`config.mk`:
```
export PLATFORM = sky130hd
export DESIGN_NAME = matrix_mult_param
export DESIGN_NICKNAME = d
export VERILOG_FILES = /design/src/rtl/matrix_mult_pkg.sv /design/src/rtl/mac_unit.sv /design/src/rtl/matrix_mult_param.sv
export SDC_FILE = /design/constraint.sdc
export NUM_CORES = 2
export LEC_CHECK = 0
export ABC_AREA = 1
export BUFFER_PORTS_ARGS = -buffer_cell sky130_fd_sc_hd__buf_4
export CORE_ASPECT_RATIO = 0.9
export CORE_MARGIN = 1.5
export CORE_UTILIZATION = 60
export CTS_CLUSTER_SIZE = 12
export DETAILED_ROUTE_END_ITERATION = 6
export GPL_TIMING_DRIVEN = 0
export MAX_ROUTING_LAYER = met4
export PLACE_DENSITY = 0.87
export SYNTH_ARGS = -nofsm -noshare
export SYNTH_HDL_FRONTEND = slang
export SYNTH_SLANG_ARGS = --single-unit
```
`constraint.sdc`:
```
create_clock -name clk -period 15.4 [get_ports clk]
set_clock_uncertainty 0.15 [all_clocks]
set_input_delay 0 -clock clk [delete_from_list [all_inputs] [get_ports clk]]
set_output_delay 0 -clock clk [all_outputs]
set_load 0.01 [all_outputs]
```
`src/rtl/matrix_mult_pkg.sv`:
```
// Shared definitions for the sequential NxN matrix multiplier: FSM state
// encoding and the result-width helper used to size accumulators and outputs.
package matrix_mult_pkg;

    typedef enum logic [1:0] {
        IDLE = 2'd0,
        RUN  = 2'd1,
        DONE = 2'd2
    } state_t;

    // Widest dot product of n DW-bit terms, for signed or unsigned operands.
    function automatic int calc_cw(input int n, input int dw);
        return 2 * dw + $clog2(n);
    endfunction

endpackage

```
`src/rtl/mac_unit.sv`:
```
// Combinational multiply-accumulate: extends both operands to CW bits
// (sign or zero per mode), multiplies, and adds to the running sum.
module mac_unit #(
    parameter int DW = 8,
    parameter int CW = 18
) (
    input  logic [DW-1:0] a,
    input  logic [DW-1:0] b,
    input  logic [CW-1:0] acc_in,
    input  logic          signed_mode,
    output logic [CW-1:0] acc_out
);

    logic [CW-1:0] a_ext;
    logic [CW-1:0] b_ext;
    logic [CW-1:0] prod;

    assign a_ext = signed_mode ? {{(CW-DW){a[DW-1]}}, a} : {{(CW-DW){1'b0}}, a};
    assign b_ext = signed_mode ? {{(CW-DW){b[DW-1]}}, b} : {{(CW-DW){1'b0}}, b};

    // A CW-bit product of extended operands is exact modulo 2^CW in both modes.
    assign prod    = a_ext * b_ext;
    assign acc_out = acc_in + prod;

endmodule

```
`src/rtl/matrix_mult_param.sv`:
```
// Sequential NxN matrix multiplier: one MAC per cycle, k innermost, results
// collected in a buffer and published to c_flat all at once on completion.
module matrix_mult_param
    import matrix_mult_pkg::*;
#(
    parameter  int N  = 3,
    parameter  int DW = 8,
    localparam int CW = calc_cw(N, DW)
) (
    input  logic              clk,
    input  logic              rst,
    input  logic              start,
    input  logic              signed_mode,
    input  logic [N*N*DW-1:0] a_flat,
    input  logic [N*N*DW-1:0] b_flat,
    output logic [N*N*CW-1:0] c_flat,
    output logic              busy,
    output logic              done
);

    localparam int IW = $clog2(N);
    localparam logic [IW-1:0] LAST = IW'(N - 1);

    state_t              state_reg;
    logic [IW-1:0]       i_reg;
    logic [IW-1:0]       j_reg;
    logic [IW-1:0]       k_reg;
    logic [CW-1:0]       acc_reg;
    logic [N*N*DW-1:0]   a_reg;
    logic [N*N*DW-1:0]   b_reg;
    logic                sm_reg;
    logic [N*N*CW-1:0]   buf_reg;

    logic [DW-1:0]       a_elem;
    logic [DW-1:0]       b_elem;
    logic [CW-1:0]       acc_next;

    assign a_elem = a_reg[(int'(i_reg) * N + int'(k_reg)) * DW +: DW];
    assign b_elem = b_reg[(int'(k_reg) * N + int'(j_reg)) * DW +: DW];

    mac_unit #(
        .DW(DW),
        .CW(CW)
    ) u_mac (
        .a          (a_elem),
        .b          (b_elem),
        .acc_in     (acc_reg),
        .signed_mode(sm_reg),
        .acc_out    (acc_next)
    );

    always_ff @(posedge clk or posedge rst) begin
        if (rst) begin
            state_reg <= IDLE;
            i_reg     <= '0;
            j_reg     <= '0;
            k_reg     <= '0;
            acc_reg   <= '0;
            a_reg     <= '0;
            b_reg     <= '0;
            sm_reg    <= 1'b0;
            buf_reg   <= '0;
            c_flat    <= '0;
            busy      <= 1'b0;
            done      <= 1'b0;
        end else begin
            case (state_reg)
                IDLE: begin
                    done <= 1'b0;
                    if (start) begin
                        a_reg     <= a_flat;
                        b_reg     <= b_flat;
                        sm_reg    <= signed_mode;
                        i_reg     <= '0;
                        j_reg     <= '0;
                        k_reg     <= '0;
                        acc_reg   <= '0;
                        busy      <= 1'b1;
                        state_reg <= RUN;
                    end
                end
                RUN: begin
                    if (k_reg == LAST) begin
                        buf_reg[(int'(i_reg) * N + int'(j_reg)) * CW +: CW] <= acc_next;
                        acc_reg <= '0;
                        k_reg   <= '0;
                        if (j_reg == LAST) begin
                            j_reg <= '0;
                            if (i_reg == LAST) begin
                                i_reg     <= '0;
                                // Final element is the top slot; splice it in so
                                // c_flat is complete on the same edge.
                                c_flat    <= {acc_next, buf_reg[(N*N-1)*CW-1:0]};
                                done      <= 1'b1;
                                state_reg <= DONE;
                            end else begin
                                i_reg <= i_reg + 1'b1;
                            end
                        end else begin
                            j_reg <= j_reg + 1'b1;
                        end
                    end else begin
                        acc_reg <= acc_next;
                        k_reg   <= k_reg + 1'b1;
                    end
                end
                DONE: begin
                    done      <= 1'b0;
                    busy      <= 1'b0;
                    state_reg <= IDLE;
                end
                default: begin
                    done      <= 1'b0;
                    busy      <= 1'b0;
                    state_reg <= IDLE;
                end
            endcase
        end
    end

endmodule

```
==> impl_metrics.toml <==
[placement]
io_buffers = 311
dpl.hpwl_um = 72500
gp_congestion = 1.10
post_dp_cell_area_um2 = 31100
post-place-ws_ns = 4.81

[cts]
clk_latency_ns = 0.62
cts.hold.buffers_added = 146
clk_pin_slew_ns = 0.06
cts_buffers = 48
cts_resized = 0
cts-root-buf = "clkbuf_16"
cts_buffer_depth = 3
post_cts_buffers = 0
cts.sinks = 479
h-tree-depth = 2
cts_tree = "built"

[timing]
rsz0062_at_grt = "false"
worstMarginPinSlew_ns = 1.53
slew_headroom_pct = -2.70
setup_viol = 0
final-hold-violation-count = 0
finalCriticalPeriod_ns = 11.09
fin_ws_ns = 4.31
finalMaxSlewViolations = 11
fmax_ghz = 0.0902
fin_crit_sh_pct = 72.0

[critical_path]
arrival_ns = 11.35
reg2reg_from = "i_reg[0]"
slowest_stage = "o21ai_0"
cpMostUsedCell = "nand2_1"
crit_path_end_kind = "register"
criticalPathCategory = "register to register"
crit_fanout = 10
crit_buf_inv = 10
worstPathRequired_ns = 15.67
rr_worst_depth = 38
cp-start-kind = "register"
r2r_setup_slack_ns = 4.31
r2r-end = "buf_reg[86]"
cp_top_family = "adder cells"
critPathMaxStageDelay_ns = 0.93

[logic_synthesis]
yosysWarnings = 0
synth_area_leaders = "dfrtp_1 (43%), nand2_1 (13%), fa_1 (8.2%)"
ys_ff_latch = 479
syn-num-nets = 3781
synth-edff-count = 0
yosys_most_used_dff = "dfrtp_1"
yosysMostFrequentCell = "nand2_1"
ys_seq_area_share_pct = 43.0
ys_types = 59
synth.avg_cell_area_um2 = 8.11
postSynthCellCount = 3439
syn_area_um2 = 27900
synth_top_cell_by_area = "dfrtp_1"
synth_top_area_share_pct = 43.0
synthArstFlopShare_pct = 100
yosys-top-cells-count = "nand2_1 (983), dfrtp_1 (479), inv_1 (430)"

[run_status]
outcome = "complete, but fails checks"
violations = "design-rule violations, max-capacitance violations, max-slew violations"

[floorplanning]
die_area_um2 = 47800
coreArea_um2 = 45600
die_w_um = 230
row_count = 74
io_pins = 312
dieHeight_um = 208
start_util_pct = 61.1

[grt]
grt_max_degree = 136
grt_pass1_vias = 27487
grt.overflow.total = 0
antenna_found_initial = 13
grt_pass1_wl_um = 159000
grt_usage_pct = 45.3

[drt]
wl_per_cell_um = 22.7
drc = 11
finalWirelength_um = 104000
drt_iter0_markers = 3722
first_pass_iters = 7
route.vias.total = 27637
drtAntennaViolNets = 0
viasPerCell = 6.02

[final_layout]
fillers = 3181
area_growth_pct = 21.8
stdcell_area_um2 = 34000
largest_reg_flops = 162
fin_nets = 4291
multi_input_area_um2 = 13700
layout-drive-gt1-share_pct = 13.8
final-seq-area_um2 = 12000

[flow_run]
drv_cap = 1

[hold_path]
min_path_type = "primary input to async pin"
[cell type report]
cell class / count / share of cell area (%)
Antenna cell: 16 / 0.118
Clock inverter: 5 / 0.217
Tap cell: 608 / 2.24
Timing Repair Buffer: 460 / 11.4
Sequential cell: 479 / 35.3
Multi-Input combinational cell: 2374 / 40.3
Buffer: 139 / 1.60
Clock buffer: 61 / 3.89
Inverter: 447 / 4.96
[kinds of logic (layout without fill, tap and decap cells)]
| logic type | Yosys count | after routing | share of synthesized area [%] |
|---|---|---|---|
| muxes | 98 | 98 | 3.95 |
| buffers and inverters | 586 | 1112 | 7.96 |
| adders and majority gates | 194 | 194 | 11.8 |
| other | 0 | 16 | 0 |
| and+or+nand+nor | 1546 | 1546 | 22.8 |
| xor gates and xnor gates | 18 | 18 | 0.619 |
| DFF | 479 | 479 | 43.0 |
| AOI/OAI and AO/OA | 518 | 518 | 9.97 |
[cell usage in the layout (no fill, tap or decap), types with 80 or more instances in the layout]
master	n
nand2_1	983
dfrtp_1	479
inv_1	429
buf_4	312
o21ai_0	260
nor2_1	246
nand3_1	236
a21oi_1	177
dlygate4sd3_1	146
fa_1	114
clkbuf_1	109
mux2_2	98
ha_1	80
[per-layer routing]
layer  wire length (um)  track usage, %
met5                  0               -
met4               5200            19.2
met3              13500            14.3
met2              44700            63.7
met1              41000            60.5
[worst min-delay path: cells and delay by family]
family | cells | cell delay [ns]
buffers and inverters | 3 | 1.26
[stage by stage]
stage                     util [%]  hold slack [ns]   TNS, ns  instances
after floorplan                  -         0.000576         0       3439
after detailed placement      68.1           0.0865         0       4361
after global placement        67.9           0.0827  -1316.56       4358
after global routing          74.4           0.0328         0       4586
final                         74.5          0.00380         0       4589
after CTS                     74.4          0.00610         0       4573
[how the worst max path moves through the flow]
stage	slack, ns	from	cells after the start	endpoint
6_report	4.31	i_reg[0]	38	buf_reg[86]
5_1_grt	3.71	i_reg[0]	37	buf_reg[36]
4_1_cts	4.69	i_reg[0]	37	buf_reg[36]
3_5_place_dp	4.81	i_reg[0]	34	buf_reg[86]
3_3_place_gp	-2.81	rst	2	buf_reg[70]
2_1_floorplan	1.89	rst	1	a_reg[0]
Power is not shown: default switching activity piles up to over one toggle a cycle in this logic, so the estimate is an artifact.
